$ cat src/rtl/clock_divider_multi_pkg.sv
// Shared constants for the multi-channel programmable clock divider.
// Imported by the channel sub-module and the top level.
package clock_divider_multi_pkg;

   localparam int MIN_DIV = 2;
   localparam int DEF_CW  = 28;
   localparam int DEF_NCH = 4;
   localparam int DEF_DIV = 10_000_000;

endpackage

$ cat src/rtl/clock_divider_multi_channel.sv
// One divider channel: period counter plus active/shadow divisor pair.
// A new divisor waits in the shadow register until a period boundary.
module clock_divider_multi_channel
   import clock_divider_multi_pkg::*;
#(
   parameter int              CW          = DEF_CW,
   parameter logic [CW-1:0]   DEFAULT_DIV = CW'(DEF_DIV)
) (
   input  logic          clock_in,
   input  logic          reset,
   input  logic          en,
   input  logic          ld,
   input  logic [CW-1:0] ld_data,
   output logic          clock_out,
   output logic          tick
);

   localparam logic [CW-1:0] ONE = CW'(1);

   logic [CW-1:0] cnt, cnt_nxt;
   logic [CW-1:0] act_div, act_nxt;
   logic [CW-1:0] shd_div, shd_nxt;
   logic [CW-1:0] half_nxt;
   logic          pend, pend_nxt;
   logic          apply;

   // A disabled channel is always at a boundary, so a pending divisor lands at once.
   always_comb begin
      cnt_nxt  = cnt;
      act_nxt  = act_div;
      shd_nxt  = shd_div;
      pend_nxt = pend;
      apply    = 1'b0;
      if (!en) begin
         cnt_nxt = '0;
         apply   = pend;
      end else if (cnt == act_div - ONE) begin
         cnt_nxt = '0;
         apply   = pend;
      end else begin
         cnt_nxt = cnt + ONE;
      end
      if (apply) begin
         act_nxt  = shd_div;
         pend_nxt = 1'b0;
      end
      if (ld) begin
         shd_nxt  = ld_data;
         pend_nxt = 1'b1;
      end
      half_nxt = act_nxt >> 1;
   end

   // Outputs are decoded from the next count so they line up with the registered state.
   always_ff @(posedge clock_in) begin
      if (reset) begin
         cnt       <= '0;
         act_div   <= DEFAULT_DIV;
         shd_div   <= DEFAULT_DIV;
         pend      <= 1'b0;
         clock_out <= 1'b0;
         tick      <= 1'b0;
      end else begin
         cnt       <= cnt_nxt;
         act_div   <= act_nxt;
         shd_div   <= shd_nxt;
         pend      <= pend_nxt;
         clock_out <= (cnt_nxt >= half_nxt);
         tick      <= (cnt_nxt == half_nxt);
      end
   end

endmodule

$ cat src/rtl/clock_divider_multi.sv
// N-channel programmable clock divider: write decode, range checks and
// the write-error strobe around one divider channel per output.
module clock_divider_multi
   import clock_divider_multi_pkg::*;
#(
   parameter int            NCH         = DEF_NCH,
   parameter int            CW          = DEF_CW,
   parameter logic [CW-1:0] DEFAULT_DIV = CW'(DEF_DIV),
   localparam int           CHW         = (NCH > 1) ? $clog2(NCH) : 1
) (
   input  logic           clock_in,
   input  logic           reset,
   input  logic [NCH-1:0] en,
   input  logic           wr_en,
   input  logic [CHW-1:0] wr_chan,
   input  logic [CW-1:0]  wr_data,
   output logic           wr_err,
   output logic [NCH-1:0] clock_out,
   output logic [NCH-1:0] tick
);

   logic chan_ok;
   logic data_ok;
   logic accept;

   assign chan_ok = 32'(wr_chan) < 32'(NCH);
   assign data_ok = wr_data >= CW'(MIN_DIV);
   assign accept  = wr_en && chan_ok && data_ok;

   // A rejected write leaves every channel untouched and only raises this strobe.
   always_ff @(posedge clock_in) begin
      if (reset) begin
         wr_err <= 1'b0;
      end else begin
         wr_err <= wr_en && !accept;
      end
   end

   for (genvar i = 0; i < NCH; i++) begin : g_chan
      logic ld;
      assign ld = accept && (32'(wr_chan) == 32'(i));

      clock_divider_multi_channel #(
         .CW          (CW),
         .DEFAULT_DIV (DEFAULT_DIV)
      ) u_channel (
         .clock_in  (clock_in),
         .reset     (reset),
         .en        (en[i]),
         .ld        (ld),
         .ld_data   (wr_data),
         .clock_out (clock_out[i]),
         .tick      (tick[i])
      );
   end

endmodule

$ cat config.mk
export PLATFORM = sky130hd
export DESIGN_NAME = clock_divider_multi
export DESIGN_NICKNAME = d
export VERILOG_FILES = /design/src/rtl/clock_divider_multi_pkg.sv /design/src/rtl/clock_divider_multi_channel.sv /design/src/rtl/clock_divider_multi.sv
export SDC_FILE = /design/constraint.sdc
export NUM_CORES = 1
export LEC_CHECK = 0
export BUFFER_PORTS_ARGS = -buffer_cell sky130_fd_sc_hd__buf_2
export CAP_MARGIN = 10
export CORE_MARGIN = 8
export CORE_UTILIZATION = 60
export DETAILED_ROUTE_END_ITERATION = 16
export HOLD_SLACK_MARGIN = 0.12
export PLACE_DENSITY_LB_ADDON = 0.12
export SLEW_MARGIN = 10
export SYNTH_ARGS = -nofsm -noshare
export SYNTH_HDL_FRONTEND = slang
export SYNTH_SLANG_ARGS = --single-unit
export TNS_END_PERCENT = 30
$ cat constraint.sdc
create_clock -name clock_in -period 8.9 [get_ports clock_in]
set_input_delay 1.78 -clock clock_in [delete_from_list [all_inputs] [get_ports clock_in]]
set_output_delay 1.78 -clock clock_in [all_outputs]
set_load 0.01 [all_outputs]
Word-level counts from Yosys, hierarchy flattened
Index checks and enable logic that the tools add are counted.
{"block": "classes", "muxes": 28, "eq_ne": 11, "add_sub_neg": 8, "n_lt_le_gt_ge": 5, "reduce_logical": 12}
{"op": "two-way mux 28 bit", "n": 12}
{"op": "adder 28 x 1 -> 28 bit, second input constant", "n": 4}
{"op": "equality test 28 x 27 -> 1 bit", "n": 4}
{"op": "equality test 28 bit", "n": 4}
{"op": "greater-or-equal comparator 28 x 27 -> 1 bit", "n": 4}
{"op": "subtractor 28 x 1 -> 28 bit, second input constant", "n": 4}
{"op": "greater-or-equal comparator 28 x 2 -> 1 bit, second input constant", "n": 1}
{"op": "two-way mux 1 bit", "n": 16}
{"op": "nonzero test 2 bit", "n": 4}
{"op": "logical AND 1 bit", "n": 6}
{"op": "equality test 2 bit, second input constant", "n": 2}
{"op": "equality test 2 x 1 -> 1 bit, second input constant", "n": 1}
{"op": "logical NOT 2 bit", "n": 1}
{"op": "logical NOT 1 bit", "n": 1}
{"block": "word_totals", "wordCells": 93, "ff_bits": 349}

Longest topological paths before layout
Gate-level depths: netlist (run 1).
{"block": "logic_depth", "depth_word": 6, "depth_mapped": 23, "depth_no_buf": 21}

Modules after synthesis
Synthesis (run 1) repeated with hierarchy kept, for this count alone.
{"block": "hier_totals", "cells_unflattened": 2455, "area_unflattened_um2": 21485.6}
{"mod": "clock_divider_multi_channel at g_chan[0].u_channel", "cells_each": 656, "seq_area_each_um2": 1741.7, "instances": 1, "area_each_um2": 5896.9}
{"mod": "clock_divider_multi_channel at g_chan[3].u_channel", "cells_each": 603, "seq_area_each_um2": 1741.7, "instances": 1, "area_each_um2": 5202.5}
{"mod": "clock_divider_multi_channel at g_chan[1].u_channel", "cells_each": 593, "seq_area_each_um2": 1741.7, "instances": 1, "area_each_um2": 5151.2}
{"mod": "clock_divider_multi_channel at g_chan[2].u_channel", "cells_each": 583, "seq_area_each_um2": 1741.7, "instances": 1, "area_each_um2": 5073.6}
{"mod": "clock_divider_multi", "cells_each": 20, "seq_area_each_um2": 20.0, "instances": 1, "area_each_um2": 161.4}

Least setup slack after synthesis (run 1)
OpenSTA, ideal clock, no wires.
{"block": "synth_path", "path_type": "register to register", "from": "reg g_chan[3].u_channel.act_div[0]", "to": "reg g_chan[3].u_channel.clock_out", "stages_incl_launch_ff": 24, "required_time_ns": 8.774, "path_slack_ns": 3.896, "period_less_slack_ns": 5.004, "t_arrival_ns": 4.877, "path_cell_list": "dfxtp_1 clkbuf_1 inv_1 ha_1 or4b_2 a2111oi_0 nor3_1 a211oi_1 nand4_1 or4_1 o22ai_1 buf_4 buf_6 mux2i_1 ha_1 a21o_1 a21o_1 a21o_1 a21o_1 a21oi_1 o311ai_0 a32o_1 a41oi_1 o21ai_0"}
{"block": "synth_via", "elab_chain_len": 6, "word_cells_on_any_way": 8}
{"item": "start: declaration", "line_no": "clock_divider_multi_channel.sv:21", "rtl": "logic [CW-1:0] act_div, act_nxt;"}
{"item": "start signal: assignment", "line_no": "clock_divider_multi_channel.sv:65", "rtl": "act_div <= act_nxt;"}
{"item": "subtractor 28 x 1 -> 28 bit (*)", "line_no": "clock_divider_multi_channel.sv:37", "rtl": "end else if (cnt == act_div - ONE) begin"}
{"item": "equality test 28 bit (*)", "line_no": "clock_divider_multi_channel.sv:37"}
{"item": "two-way mux 1 bit", "line_no": "clock_divider_multi_channel.sv:37"}
{"item": "two-way mux 1 bit", "line_no": "clock_divider_multi_channel.sv:34", "rtl": "if (!en) begin"}
{"item": "two-way mux 28 bit", "line_no": "clock_divider_multi_channel.sv:43", "rtl": "if (apply) begin"}
{"item": "greater-or-equal comparator 28 x 27 -> 1 bit (*)", "line_no": "clock_divider_multi_channel.sv:68", "rtl": "clock_out <= (cnt_nxt >= half_nxt);"}
{"item": "end signal: assignment", "line_no": "clock_divider_multi_channel.sv:68"}
{"item": "end: declaration", "line_no": "clock_divider_multi_channel.sv:14", "rtl": "output logic clock_out,"}
Mark *: on every way between the ends. The rest lies on a longest branch, timed or not.
A chain may end at the register's enable or synchronous reset.

Worst setup path in the final report (run 1)
Same ends and word-level chain as after synthesis.

==> summary.txt, run 1 <==
Run status
  – Outcome: finished, final reports clean

Timing
  – Max Slew Vio Count: 0
  – Fin worst setup slack: 3.29 ns
  – Slew @ Worst Pin: 1.03 ns
  – Worst relative slew slack: 0.314
  – Hold Fails Final Rpt: 0
  – Max Fclk: 0.178 GHz
  – Final Setup Violations: 0
  – Tmin final: 5.61 ns
  – Setup Skew: 0.0126 ns
  – Fin crit share: 0.631
  – TNS Setup: 0 ns
  – RSZ-0062 raised after global routing: no

Clocking
  – CTS H-tree depth: 2
  – Skew-Pair Late Insertion Delay: 0.55 ns
  – Total CTS buffers: 39
  – Sink Count: 349
  – Post-CTS Setup Inserts: 0
  – CTS tree: yes
  – CTS clk-pin slew, worst paths: 0.06 ns
  – Root Buffer: clkbuf_16
  – Max Root-Sink Buffers: 3
  – Hold buffer count at CTS: 0
  – Resized cells post-CTS: 0

Worst setup path
  – CP startpoint: g_chan[3].u_channel.act_div[0]
  – CP endpoint: g_chan[3].u_channel.clock_out
  – Critical path's largest stage delay: 0.61 ns
  – WP data required: 9.33 ns
  – R2R depth: 19
  – Reg2reg setup slack: 3.29 ns
  – CP max stage cell: or4_1
  – Crit Path Max Fanout: 22
  – Startpoint Class: flip-flop
  – Crit end category: flip-flop
  – WP data arrival: 6.04 ns
  – FF-to-FF Start: g_chan[3].u_channel.act_div[0]
  – Critical-path cell list: inv_1 > ha_1 > nor4b_2 > nand4b_1 > nor4_1 > mux2i_1 > o21ai_0 > or4_1 > o22ai_4 > buf_4 > mux2i_1 > ha_1 > nand4_1 > nor2_1 > a2111oi_0 > o311ai_0 > a32o_1 > a41oi_1 > o21ai_0
  – Reg2reg end: g_chan[3].u_channel.clock_out
  – CP Class: reg -> reg

Floorplanning
  – Full die area: 0.0412 mm²
  – Io pins: 46
  – Die span in y: 203 µm
  – Std-Cell Rows: 68
  – Core footprint: 0.0345 mm²
  – Starting density of the core: 0.608
  – Die Width: 203 µm

Synth
  – Warnings, synthesis: 0
  – Synthesized area per cell: 8.23 µm²
  – Async set-reset flop share out of synthesis: 0
  – Synth unique cells: 87
  – Post-synthesis sequential area ratio: 0.333
  – Largest family of logic cells by synthesized area: simple AND/OR/NAND/NOR gates
  – Synthesized netlist cell count: 2546
  – Synthesized-area fraction occupied by adder cells: 0.0693
  – Post-synth EDFFs: 0
  – Mux share of post-synthesis cell area: 0.0616
  – Post-Synth XOR/XNOR Area: 0.0957
  – Ys flop type: dfxtp_1
  – Post-synthesis register bit count: 349
  – Syn Std Cell Area: 0.0210 mm²
  – Compound-cell area share of the yosys netlist: 0.0992
  – Area share of and/or/nand/nor cells after synthesis: 0.302
  – Net Count, Synth: 2699

Global routing
  – Largest net degree at the start of global routing: 90
  – Gr usage total: 0.270
  – Via count of the first global-routing pass: 17.4k
  – Initial antenna violation count: 1
  – Global-route wire length before repair: 91.5 mm
  – Congestion Overflow GR: 0

Routing
  – DR top layer: met5
  – DR vias/cell: 6.12
  – Routed len/inst: 19.1 µm
  – Met3 Routed Length: 3.59 mm
  – DR pass1 iterations: 6
  – Post-DRT Antenna Nets: 0
  – Vias post-DR: 18.2k
  – M1 WL: 26.1 mm
  – DR DRC count: 0
  – 1st-iter DRT viols: 1352
  – Final wirelength: 56.8 mm
  – Metal2 WL: 25.1 mm

Placed design
  – Number of I/O port buffers: 45
  – Area after DPL: 0.0213 mm²
  – RD Place Congestion: 0.912
  – Post-Place Setup Slack: 3.35 ns
  – Placed wire-length estimate: 41.3 mm

Finish
  – Layout Utilization: 0.657
  – Most frequent cells in the layout: dfxtp_1, nand2_1, nor2_1
  – Diodes inserted: 0
  – Fill cells: 3011
  – Share of cells above drive strength 1: 0.0745
  – Commonest non-fill, non-tap cell in the layout: dfxtp_1
  – Area growth syn-to-layout: 8.06%
  – Nets@finish: 2651
  – Final instance area: 0.0226 mm²

Power
  – Total Power: 0.00353 W
  – Pwr Density: 156 mW/mm²
  – Leakage: 9.41 nW
  – VDD IR-drop max: 0.141 mV

Job
  – Max-Cap Viols: 0

Hold path
  – Hold Path Class: reg -> reg
  – Worst hold stages: 2
state kept, by name (all words and copies together), names as in the netlist:
name	count
g_chan.u_channel.clock_out	4
g_chan.u_channel.tick	4
g_chan.u_channel.act_div	112
g_chan.u_channel.pend	4
wr_err	1
g_chan.u_channel.cnt	112
g_chan.u_channel.shd_div	112
area by class of cell:
class	instances	area, µm²	share of cell area
Clock inverter	17	290	0.0128
Sequential cell	349	6990	0.309
Clock buffer	49	1090	0.0480
Inverter	34	129	0.00569
Tap cell	455	569	0.0251
Multi-Input combinational cell	2010	13200	0.583
Timing Repair Buffer	64	374	0.0165
per-stage QoR:
stage	std cells	hold slack, ns
5_1_grt	2978	0.480
6_report	2978	0.456
3_5_place_dp	2912	0.449
4_1_cts	2978	0.457
2_1_floorplan	2546	0.432
3_3_place_gp	2912	0.443
kinds of logic after synthesis:
group                      after synthesis
adders and majority gates              116
and+or+nand+nor                       1213
xor gates and xnor gates               229
DFF                                    349
buffers and inverters                  187
AOI/OAI and AO/OA                      329
muxes                                  123
layer usage:
| metal | vias to the layer above | track usage |
|---|---|---|
| li1 | 8925 | - |
| met1 | 8598 | 0.367 |
| met2 | 571 | 0.427 |
| met3 | 138 | 0.0398 |
| met4 | 2 | 0.102 |
| met5 | - | 0 |
cells in the mapped netlist, types with 33 or more instances:
| library cell | number | area, µm² |
|---|---|---|
| a21o_1 | 33 | 248 |
| dfxtp_1 | 349 | 6990 |
| nor3b_1 | 40 | 300 |
| nor3_1 | 53 | 265 |
| and2_1 | 63 | 394 |
| ha_1 | 116 | 1450 |
| a21oi_1 | 111 | 556 |
| clkbuf_1 | 118 | 443 |
| xnor2_1 | 137 | 1200 |
| mux2i_1 | 104 | 1040 |
| and4_1 | 35 | 307 |
| nor4_1 | 48 | 300 |
| nand3_1 | 136 | 681 |
| o21ai_0 | 71 | 355 |
| nand4_1 | 53 | 332 |
| and3_1 | 73 | 457 |
| xor2_1 | 92 | 806 |
| nand2_1 | 308 | 1160 |
| nor2_1 | 244 | 916 |
| inv_1 | 34 | 128 |
worst min path at each step:
| stage | from | endpoint |
|---|---|---|
| after detailed placement | g_chan[1].u_channel.shd_div[22] | g_chan[1].u_channel.shd_div[22] |
| after CTS | g_chan[1].u_channel.shd_div[22] | g_chan[1].u_channel.shd_div[22] |
| after global placement | g_chan[1].u_channel.shd_div[17] | g_chan[1].u_channel.shd_div[17] |
| final | g_chan[1].u_channel.shd_div[21] | g_chan[1].u_channel.shd_div[21] |
| after floorplan | g_chan[0].u_channel.shd_div[1] | g_chan[0].u_channel.shd_div[1] |
| after global routing | g_chan[2].u_channel.shd_div[1] | g_chan[2].u_channel.shd_div[1] |
power breakdown:
| group | leakage [nW] | internal (W) | switching, W |
|---|---|---|---|
| logic | 5.91 | 0.0000527 | 0.000120 |
| registers | 2.82 | 0.00159 | 0.0000223 |
| clock network | 0.673 | 0.00109 | 0.000656 |
| total | 9.41 | 0.00273 | 0.000798 |
worst max-delay path: cells and delay by family, from the launching register on:
family                     cells  cell delay, ns
AOI/OAI and AO/OA              7            1.45
adders and majority gates      2            0.53
buffers and inverters          2            0.51
DFF                            1            0.37
muxes                          2            0.54
and+or+nand+nor                6            2.07
Note: power is estimated with default switching activity, not from simulation.
==> run 2: changes to the inputs <==
==> constraint.sdc (replaced) <==
create_clock -name clock_in -period 5.37 [get_ports clock_in]
set_input_delay 1.074 -clock clock_in [delete_from_list [all_inputs] [get_ports clock_in]]
set_output_delay 1.074 -clock clock_in [all_outputs]
set_load 0.01 [all_outputs]
==> run 2 against run 1 <==
Combinational power rose by 69%. Register-to-register slack got worse by 3.0 ns. Critical path depth down 2. Largest cell class unchanged.
==> summary.txt, run 2 (synthesis gave the netlist of run 1 again) <==
Timing
  – Hold Fails Final Rpt: 0
  – Worst relative slew slack: 0.332
  – Fin worst setup slack: 0.270 ns
  – RSZ-0062 raised after global routing: yes
  – Max Slew Vio Count: 0
  – Max Fclk: 0.196 GHz
  – Fin crit share: 0.950
  – Tmin final: 5.10 ns
  – TNS Setup: 0 ns
  – Final hold slack: 0.455 ns
  – Setup Skew: 0.0227 ns
  – Slew @ Worst Pin: 1.00 ns
  – Final Setup Violations: 0

Worst setup path
  – FF-to-FF Start: g_chan[2].u_channel.act_div[2]
  – Crit Path Max Fanout: 14
  – R2R depth: 17
  – Crit end category: flip-flop
  – WP data required: 5.75 ns
  – Startpoint Class: flip-flop
  – WP data arrival: 5.48 ns
  – CP startpoint: g_chan[2].u_channel.act_div[2]
  – CP Class: reg -> reg

Routing
  – DR DRC count: 0
  – Vias post-DR: 18.5k
  – 1st-iter DRT viols: 1305
  – Post-DRT Antenna Nets: 0
  – DR pass1 iterations: 8
  – Final wirelength: 57.7 mm
  – Routed len/inst: 19.1 µm
  – DR vias/cell: 6.13

Finish
  – Area occupied by multi-input gates: 0.0133 mm²
  – Share of cells above drive strength 1: 0.0903
  – Nets@finish: 2682
  – Area growth syn-to-layout: 9.58%
  – Top Registers: g_chan.u_channel.act_div: 112 flops, g_chan.u_channel.cnt: 112 flops, g_chan.u_channel.shd_div: 112 flops
  – Fill cells: 2978
  – Finished Layout Cells: 3014
  – Commonest non-fill, non-tap cell in the layout: dfxtp_1
  – Most frequent cells in the layout: dfxtp_1, nand2_1, nor2_1
  – Sequential cell area: 0.00699 mm²

Placed design
  – Placed wire-length estimate: 41.8 mm
  – RD Place Congestion: 0.925
  – Placed insts: 2940
  – Number of I/O port buffers: 45
  – Post-Place Setup Slack: 0.152 ns

Floorplanning
  – Std-Cell Rows: 68
  – Io pins: 46
  – Core footprint: 0.0345 mm²
  – Die span in y: 203 µm
  – Full die area: 0.0412 mm²
  – Starting density of the core: 0.608
  – Die Width: 203 µm

Clocking
  – CTS tree: yes
  – Root Buffer: clkbuf_16
  – Hold buffer count at CTS: 0
  – CTS clk-pin slew, worst paths: 0.06 ns
  – Max Root-Sink Buffers: 3
  – Skew-Pair Late Insertion Delay: 0.56 ns
  – CTS H-tree depth: 2
  – Total CTS buffers: 39
  – Sink Count: 349

Power
  – Leakage: 9.55 nW
  – VDD IR-drop max: 0.290 mV
  – Pwr Density: 248 mW/mm²

Global routing
  – Congestion Overflow GR: 0
  – Via count of the first global-routing pass: 17.3k
  – Largest net degree at the start of global routing: 130
  – Global-route wire length before repair: 92.3 mm
  – Gr usage total: 0.272
  – Initial antenna violation count: 2

Job
  – Max-Cap Viols: 0

Hold path
  – Hold Path Class: reg -> reg
  – Hold path start: g_chan[1].u_channel.shd_div[16]
  – Worst hold stages: 2

Run status
  – Outcome: finished, final reports clean
==> run 2: changes by cell type in the layout (fill, tap and decap cells not counted), sizes merged <==
cell / delta
clkinv: +2
bufinv: -4
diode: +1
clkbuf: +6
buf: +31
==> run 2: routing by layer <==
metal / wire [µm] / GRT usage / part of all wire
met1: 26400 / 0.376 / 0.46
met2: 26100 / 0.435 / 0.45
met3: 3890 / 0.0437 / 0.067
met4: 1310 / 0.0723 / 0.023
met5: 0 / 0 / 0
==> run 2: per-stage QoR <==
step | area [µm²] | utilization | power [W]
floorplan | 21000 | - | 0.00289
global placement | 21500 | 0.625 | 0.00300
detailed placement | 21500 | 0.625 | 0.00301
CTS | 22800 | 0.663 | 0.00574
global route | 23000 | 0.666 | 0.00588
finish | 23000 | 0.666 | 0.00570
==> run 2: power by group <==
part	switching [W]	leakage (nW)	internal [W]
Combinational	0.000200	6.09	0.0000935
Clock	0.00109	0.638	0.00165
Sequential	0.0000355	2.82	0.00263
==> run 2: final timing paths <==
check	endpoint	slack, ns
hold reg to reg	g_chan[1].u_channel.shd_div[16]	0.45
setup reg to reg	g_chan[2].u_channel.clock_out	0.27
hold / removal	g_chan[1].u_channel.shd_div[16]	0.45
setup / recovery	g_chan[2].u_channel.clock_out	0.27
==> run 2: critical path, cell delays in order (launching register included) <==
cell and delay [ns]:
dfxtp_1 0.39, or4_4 0.61, or4_4 0.45, or4_1 0.52, a22o_1 0.25, o41a_1 0.42, nand2b_4 0.30, mux2i_1 0.26
ha_1 0.27, nor2b_1 0.13, o21a_1 0.16, o21ai_0 0.18, a21oi_1 0.09, o31a_1 0.29, o21bai_1 0.17, a21oi_1 0.09
o31ai_1 0.21, a31oi_1 0.12
==> run 2: cell type report <==
class / instances / share of cell area
diodes: 1 / 0.000109
clock buffers: 55 / 0.0487
clock inverters: 15 / 0.00817
inverters: 34 / 0.00561
multi-input cells: 2010 / 0.579
flip-flops and latches: 349 / 0.304
well taps: 455 / 0.0248
repair buffers: 95 / 0.0295
==> run 2: repair_timing <==
action / CTS / global route
setup buffers: 0 / 3
gates resized for setup: 0 / 20
setup endpoints to repair: 0 / 3
